$ cat config.mk
export PLATFORM = sky130hd
export DESIGN_NAME = register_bank_core
export DESIGN_NICKNAME = d
export VERILOG_FILES = /design/src/rtl/register_bank_pkg.sv /design/src/rtl/register_bank_dump_fsm.sv /design/src/rtl/register_bank_core.sv
export SDC_FILE = /design/constraint.sdc
export NUM_CORES = 2
export LEC_CHECK = 0
export CELL_PAD_IN_SITES_DETAIL_PLACEMENT = 1
export CELL_PAD_IN_SITES_GLOBAL_PLACEMENT = 2
export CORE_MARGIN = 2
export CORE_UTILIZATION = 30
export DETAILED_ROUTE_END_ITERATION = 16
export PLACE_DENSITY = 0.68
export SLEW_MARGIN = 20
export SYNTH_ARGS = -nofsm -noshare
export SYNTH_HDL_FRONTEND = slang
export SYNTH_SLANG_ARGS = --single-unit
$ cat constraint.sdc
create_clock -name clk -period 4.8 [get_ports clk]
set_clock_uncertainty 0.05 [all_clocks]
set_input_delay 0.48 -clock clk [delete_from_list [all_inputs] [get_ports clk]]
set_output_delay 0.48 -clock clk [all_outputs]
set_load 0.05 [all_outputs]
$ cat src/rtl/register_bank_pkg.sv
// Shared constants and dump state type for the architectural register bank.
package register_bank_pkg;

    localparam int DATA_WIDTH = 32;
    localparam int ADDR_WIDTH = 5;
    localparam int NUM_REGS   = 2 ** ADDR_WIDTH;

    typedef enum logic [1:0] {
        IDLE = 2'd0,
        SEND = 2'd1,
        DONE = 2'd2
    } dump_state_t;

endpackage : register_bank_pkg

$ cat src/rtl/register_bank_dump_fsm.sv
// Dump sequencer: walks register indices 0..last with a valid/ready handshake
// and tells the top which index to snapshot and when.
//
// state | meaning
// IDLE  | no dump in progress, waiting for dump_start
// SEND  | beat idx_q is presented; advance on valid && ready
// DONE  | last beat accepted, one-cycle done pulse
module register_bank_dump_fsm
    import register_bank_pkg::*;
#(
    parameter int IDX_WIDTH = ADDR_WIDTH
) (
    input  logic                 clk,
    input  logic                 rst_n,
    input  logic                 dump_start,
    input  logic                 dump_ready,
    output logic                 dump_valid,
    output logic                 dump_busy,
    output logic                 dump_done,
    output logic [IDX_WIDTH-1:0] dump_addr,
    output logic                 capture_en,
    output logic [IDX_WIDTH-1:0] capture_idx
);

    localparam logic [IDX_WIDTH-1:0] LAST_IDX = '1;

    dump_state_t          state_q, state_d;
    logic [IDX_WIDTH-1:0] idx_q, idx_d;

    // Next-state, index advance and capture strobe.
    always_comb begin
        state_d     = state_q;
        idx_d       = idx_q;
        capture_en  = 1'b0;
        capture_idx = idx_q;
        dump_valid  = 1'b0;
        dump_busy   = 1'b0;
        dump_done   = 1'b0;
        case (state_q)
            IDLE: begin
                if (dump_start) begin
                    state_d     = SEND;
                    idx_d       = '0;
                    capture_en  = 1'b1;
                    capture_idx = '0;
                end
            end
            SEND: begin
                dump_valid = 1'b1;
                dump_busy  = 1'b1;
                if (dump_ready) begin
                    if (idx_q == LAST_IDX) begin
                        state_d = DONE;
                    end else begin
                        idx_d       = idx_q + IDX_WIDTH'(1);
                        capture_en  = 1'b1;
                        capture_idx = idx_q + IDX_WIDTH'(1);
                    end
                end
            end
            DONE: begin
                dump_busy = 1'b1;
                dump_done = 1'b1;
                state_d   = IDLE;
            end
            default: begin
                state_d = IDLE;
            end
        endcase
    end

    // State and index registers.
    always_ff @(posedge clk or negedge rst_n) begin
        if (!rst_n) begin
            state_q <= IDLE;
            idx_q   <= '0;
        end else begin
            state_q <= state_d;
            idx_q   <= idx_d;
        end
    end

    assign dump_addr = idx_q;

endmodule : register_bank_dump_fsm

$ cat src/rtl/register_bank_core.sv
// Architectural register file: two combinational read ports with write-first
// bypass, one synchronous write port, hardwired x0, and a snapshot dump port.
module register_bank_core
#(
    parameter int DATA_WIDTH = register_bank_pkg::DATA_WIDTH,
    parameter int ADDR_WIDTH = register_bank_pkg::ADDR_WIDTH
) (
    input  logic                  clk,
    input  logic                  rst_n,
    input  logic [ADDR_WIDTH-1:0] read_register_1_addr,
    input  logic [ADDR_WIDTH-1:0] read_register_2_addr,
    output logic [DATA_WIDTH-1:0] read_data_1,
    output logic [DATA_WIDTH-1:0] read_data_2,
    input  logic [ADDR_WIDTH-1:0] write_register_addr,
    input  logic [DATA_WIDTH-1:0] write_data,
    input  logic                  write_enable,
    input  logic                  dump_start,
    output logic                  dump_valid,
    input  logic                  dump_ready,
    output logic [ADDR_WIDTH-1:0] dump_addr,
    output logic [DATA_WIDTH-1:0] dump_data,
    output logic                  dump_busy,
    output logic                  dump_done
);

    localparam int NREGS = 2 ** ADDR_WIDTH;

    logic [DATA_WIDTH-1:0] regs_q [NREGS];
    logic [DATA_WIDTH-1:0] regs_d [NREGS];
    logic [DATA_WIDTH-1:0] snap_q, snap_d;
    logic                  capture_en;
    logic [ADDR_WIDTH-1:0] capture_idx;

    // x0 reads as zero; a same-cycle write to the addressed register wins over storage.
    function automatic logic [DATA_WIDTH-1:0] bypass_read(
        input logic [ADDR_WIDTH-1:0] addr,
        input logic [DATA_WIDTH-1:0] stored,
        input logic                  we,
        input logic [ADDR_WIDTH-1:0] waddr,
        input logic [DATA_WIDTH-1:0] wdata
    );
        if (addr == '0) begin
            return '0;
        end else if (we && (addr == waddr)) begin
            return wdata;
        end else begin
            return stored;
        end
    endfunction

    assign read_data_1 = bypass_read(read_register_1_addr, regs_q[read_register_1_addr],
                                     write_enable, write_register_addr, write_data);
    assign read_data_2 = bypass_read(read_register_2_addr, regs_q[read_register_2_addr],
                                     write_enable, write_register_addr, write_data);

    // Next storage contents; writes to x0 are dropped so regs_q[0] stays zero.
    always_comb begin
        regs_d = regs_q;
        if (write_enable && (write_register_addr != '0)) begin
            regs_d[write_register_addr] = write_data;
        end
    end

    // Register storage.
    always_ff @(posedge clk or negedge rst_n) begin
        if (!rst_n) begin
            for (int i = 0; i < NREGS; i++) begin
                regs_q[i] <= '0;
            end
        end else begin
            regs_q <= regs_d;
        end
    end

    // Snapshot sees the same bypass as the read ports, so a write landing on the
    // captured index in the capture cycle is what gets dumped.
    always_comb begin
        snap_d = snap_q;
        if (capture_en) begin
            snap_d = bypass_read(capture_idx, regs_q[capture_idx],
                                 write_enable, write_register_addr, write_data);
        end
    end

    // Snapshot register; holds a pending beat against later writes.
    always_ff @(posedge clk or negedge rst_n) begin
        if (!rst_n) begin
            snap_q <= '0;
        end else begin
            snap_q <= snap_d;
        end
    end

    assign dump_data = snap_q;

    register_bank_dump_fsm #(
        .IDX_WIDTH (ADDR_WIDTH)
    ) u_dump_fsm (
        .clk         (clk),
        .rst_n       (rst_n),
        .dump_start  (dump_start),
        .dump_ready  (dump_ready),
        .dump_valid  (dump_valid),
        .dump_busy   (dump_busy),
        .dump_done   (dump_done),
        .dump_addr   (dump_addr),
        .capture_en  (capture_en),
        .capture_idx (capture_idx)
    );

endmodule : register_bank_core

==> metrics.txt <==
CTS root buf clkbuf_16; Logic pwr share 0.399; crit path buf inv count 5; switching fraction of total power 0.4033; maxcap violations 0; Starting DRT DRC Count 5437; Routed WL per cell between 30 and 40 um; worst skew pair latency 810 ps; Sink Count around 1100; first-pass GRT wire length 416.9 mm; Hold Vio Cnt, Final 0; Die Area 222600 sq um; Final setup viols 0; Critical Path Fanout Max 67; fin crit share 0.9247; cell taking the most area after synthesis dfrtp_1; Primary FF master, synth dfrtp_1; Yosys top cell area share 0.4052; HP Class input port to async pin; status complete, no violations; Yosys warnings 0; H-tree depth 4; num ports 156; Area Growth Syn to Fin 16.49%; top cells by count, synth dfrtp_1, mux2_2, nand2_1, mux4_2, clkbuf_1; power share of the sequential group 0.330; most common cell in the netlist dfrtp_1; pins over their slew limit 0; crit path DAT 3910 ps; Final #Nets 5385; vias in the first global route between 50000 and 60000; Die H 471.8 um; Internal between 20 and 25 mW; chip width 471.8 um; most used cell along the critical path buf_4; Data required, critical path 4270 ps; largest net degree at the start of global routing 133; switching pwr between 15 and 20 mW; Post-Syn Area per Cell 12.21 sq um; Core ar. 217400 sq um; slew margin rel. 0.1870; setup TNS 0 ps; Seq cells post-synth 1063; crit path from read_register_1_addr[1]; CP peak stage delay 740 ps; clock share of power 0.271; worst setup margin around 360 ps; GRT Overall Usage 0.2606; Routed Antenna Nets 0; GP Congestion roughly 0.85; CTS Buf Count 130; critical path capture point type output pin; crit path launch type input port; TritonCTS clock tree done; Tot Pwr 38.63 mW; share of flip-flops with an asynchronous set or reset 1.000; syn_nets about 5400; Setup Slack @ Placement between 400 and 500 ps; worst-margin pin slew 1220 ps; sequential share of the synthesized area 0.4052; vias 51410; cells after synthesis 5377; RSZ-0062 raised after global routing false; worst vdd ir slightly below 0.6 mV; post-synth cell types 57; HPWL after DPL 174.4 mm; Fmax 225.3 MHz; most area-consuming cells after synthesis dfrtp_1, mux4_2, mux2_2; WS Path Type input port to output pin; slowest CP cell mux2i_1; Setup Fix Bufs, Post-CTS 0; reg-to-reg critical path startpoint u_dump_fsm.state_q[1]$_DFFE_PN0P_; drc violations 0; total grt overflow 0; worst path cell trace buf_8, buf_12, buf_4, mux4_2, mux4_2, mux2i_1, a211oi_1, buf_4, buf_4; Power Density 505.2 nW/um^2; routed wire length 293.4 mm; number of cell rows 171; share of cells above drive strength 1 0.4046; Reg clk slew, reported paths 60 ps; Initial Util 0.3020; mapped cell area 65640 sq um; Hold-fix buffers, CTS 1; shortest period the worst path allows ~4400 ps; number of enable flip-flop cells after synthesis 0; Leak Pwr 31.19 nW; CTS Buffer Depth 3; router iterations before antenna repair 6; CP top delay family multiplexers; post-DR vias/cell a little over 6; initial antenna violation count 15; number of port buffers roughly 160; Resized cells post-CTS 0
[worst register-to-register path: cells and delay by family, from the launching register on]
kind                     cells  cell delay [ps]
buffers and inverters        3             1060
AO/OA/AOI/OAI                5             1290
flip-flops                   1              400
multiplexers                 1              250
AND/OR/NAND/NOR              2              520
adder cells (fa/ha/maj)      1              510
[flip-flops by register name, summed over array words and instances (netlist names)]
name	flops
u_dump_fsm.state_q	2
regs_q	1024
u_dump_fsm.dump_addr	5
dump_data	32
[kinds of logic after synthesis]
group                    synth area share
XOR/XNOR                         0.001868
flip-flops                         0.4052
AND/OR/NAND/NOR                   0.08391
multiplexers                       0.4041
buffers and inverters             0.03831
AO/OA/AOI/OAI                     0.06561
adder cells (fa/ha/maj)         0.0009530
[path summary, 6_finish.rpt]
check / slack, ps / end / depth (start not counted)
setup / recovery: 360 / read_data_1[18] / 9
hold / removal: 280 / regs_q[1017]$_DFFE_PN0P_ / 2
setup reg to reg: 620 / dump_data[28]$_DFFE_PN0P_ / 12
hold reg to reg: 370 / regs_q[1000]$_DFFE_PN0P_ / 0
max in group asynchronous: 3050 / regs_q[707]$_DFFE_PN0P_ / 4
min in group clk: 370 / regs_q[1000]$_DFFE_PN0P_ / 0
[metal layers]
metal / wire length (um) / global-route usage / up-vias / part of all wire
li1: - / - / 20290 / -
met1: 121600 / 0.3455 / 28060 / 0.41
met2: 135700 / 0.4127 / 2386 / 0.46
met3: 20450 / 0.04626 / 666 / 0.070
met4: 15590 / 0.1249 / 6 / 0.053
met5: 30 / 0 / - / 0.00010
[placed cells by master, fill, tap and decap left out, types with 32 or more instances in the layout]
master	netlist	routed
nand2_1	859	841
clkbuf_8	0	32
dfrtp_1	1063	1063
a211oi_1	131	131
a22oi_1	33	32
clkbuf_16	0	134
nand4_1	32	32
nor2_1	88	66
mux4_2	596	596
clkdlybuf4s50_1	0	84
a32o_1	40	40
o31ai_1	32	32
mux2_2	994	994
a21oi_1	116	116
nand3_1	219	216
buf_12	0	111
a31oi_1	101	101
nor2b_1	38	38
buf_4	8	221
mux2i_1	191	191
[final cells by class]
cell class                 instances  area (sq um)
antenna                            4         10.01
tap                             2854          3571
clock inverter                    40         543.0
sequential                      1063         26600
fill                           22890        140900
clock buffer                     194          3879
multi-input combinational       3696         36940
timing repair buffer             426          4857
inverter                          11         63.81
[power groups by stage]
stage | sequential (mW) | clock [mW] | combinational, mW
after floorplan | 12.3 | 0 | 9.13
after global placement | 12.7 | 0 | 15.0
after detailed placement | 12.8 | 0 | 15.3
after CTS | 12.7 | 10.6 | 15.3
after global routing | 13.0 | 10.9 | 16.1
final | 12.8 | 10.5 | 15.4
[metrics by stage]
step,utilization,hold slack [ps],std cells,area [sq um]
6_report,0.3518,276.2,8288,76470
5_1_grt,0.3518,342.2,8286,76460
4_1_cts,0.3517,278.7,8284,76450
3_5_place_dp,0.3313,358.8,8049,72020
3_3_place_gp,0.3313,349.1,8049,72020
2_1_floorplan,-,134.4,5377,65640
Power figures use the tool's default switching activity.
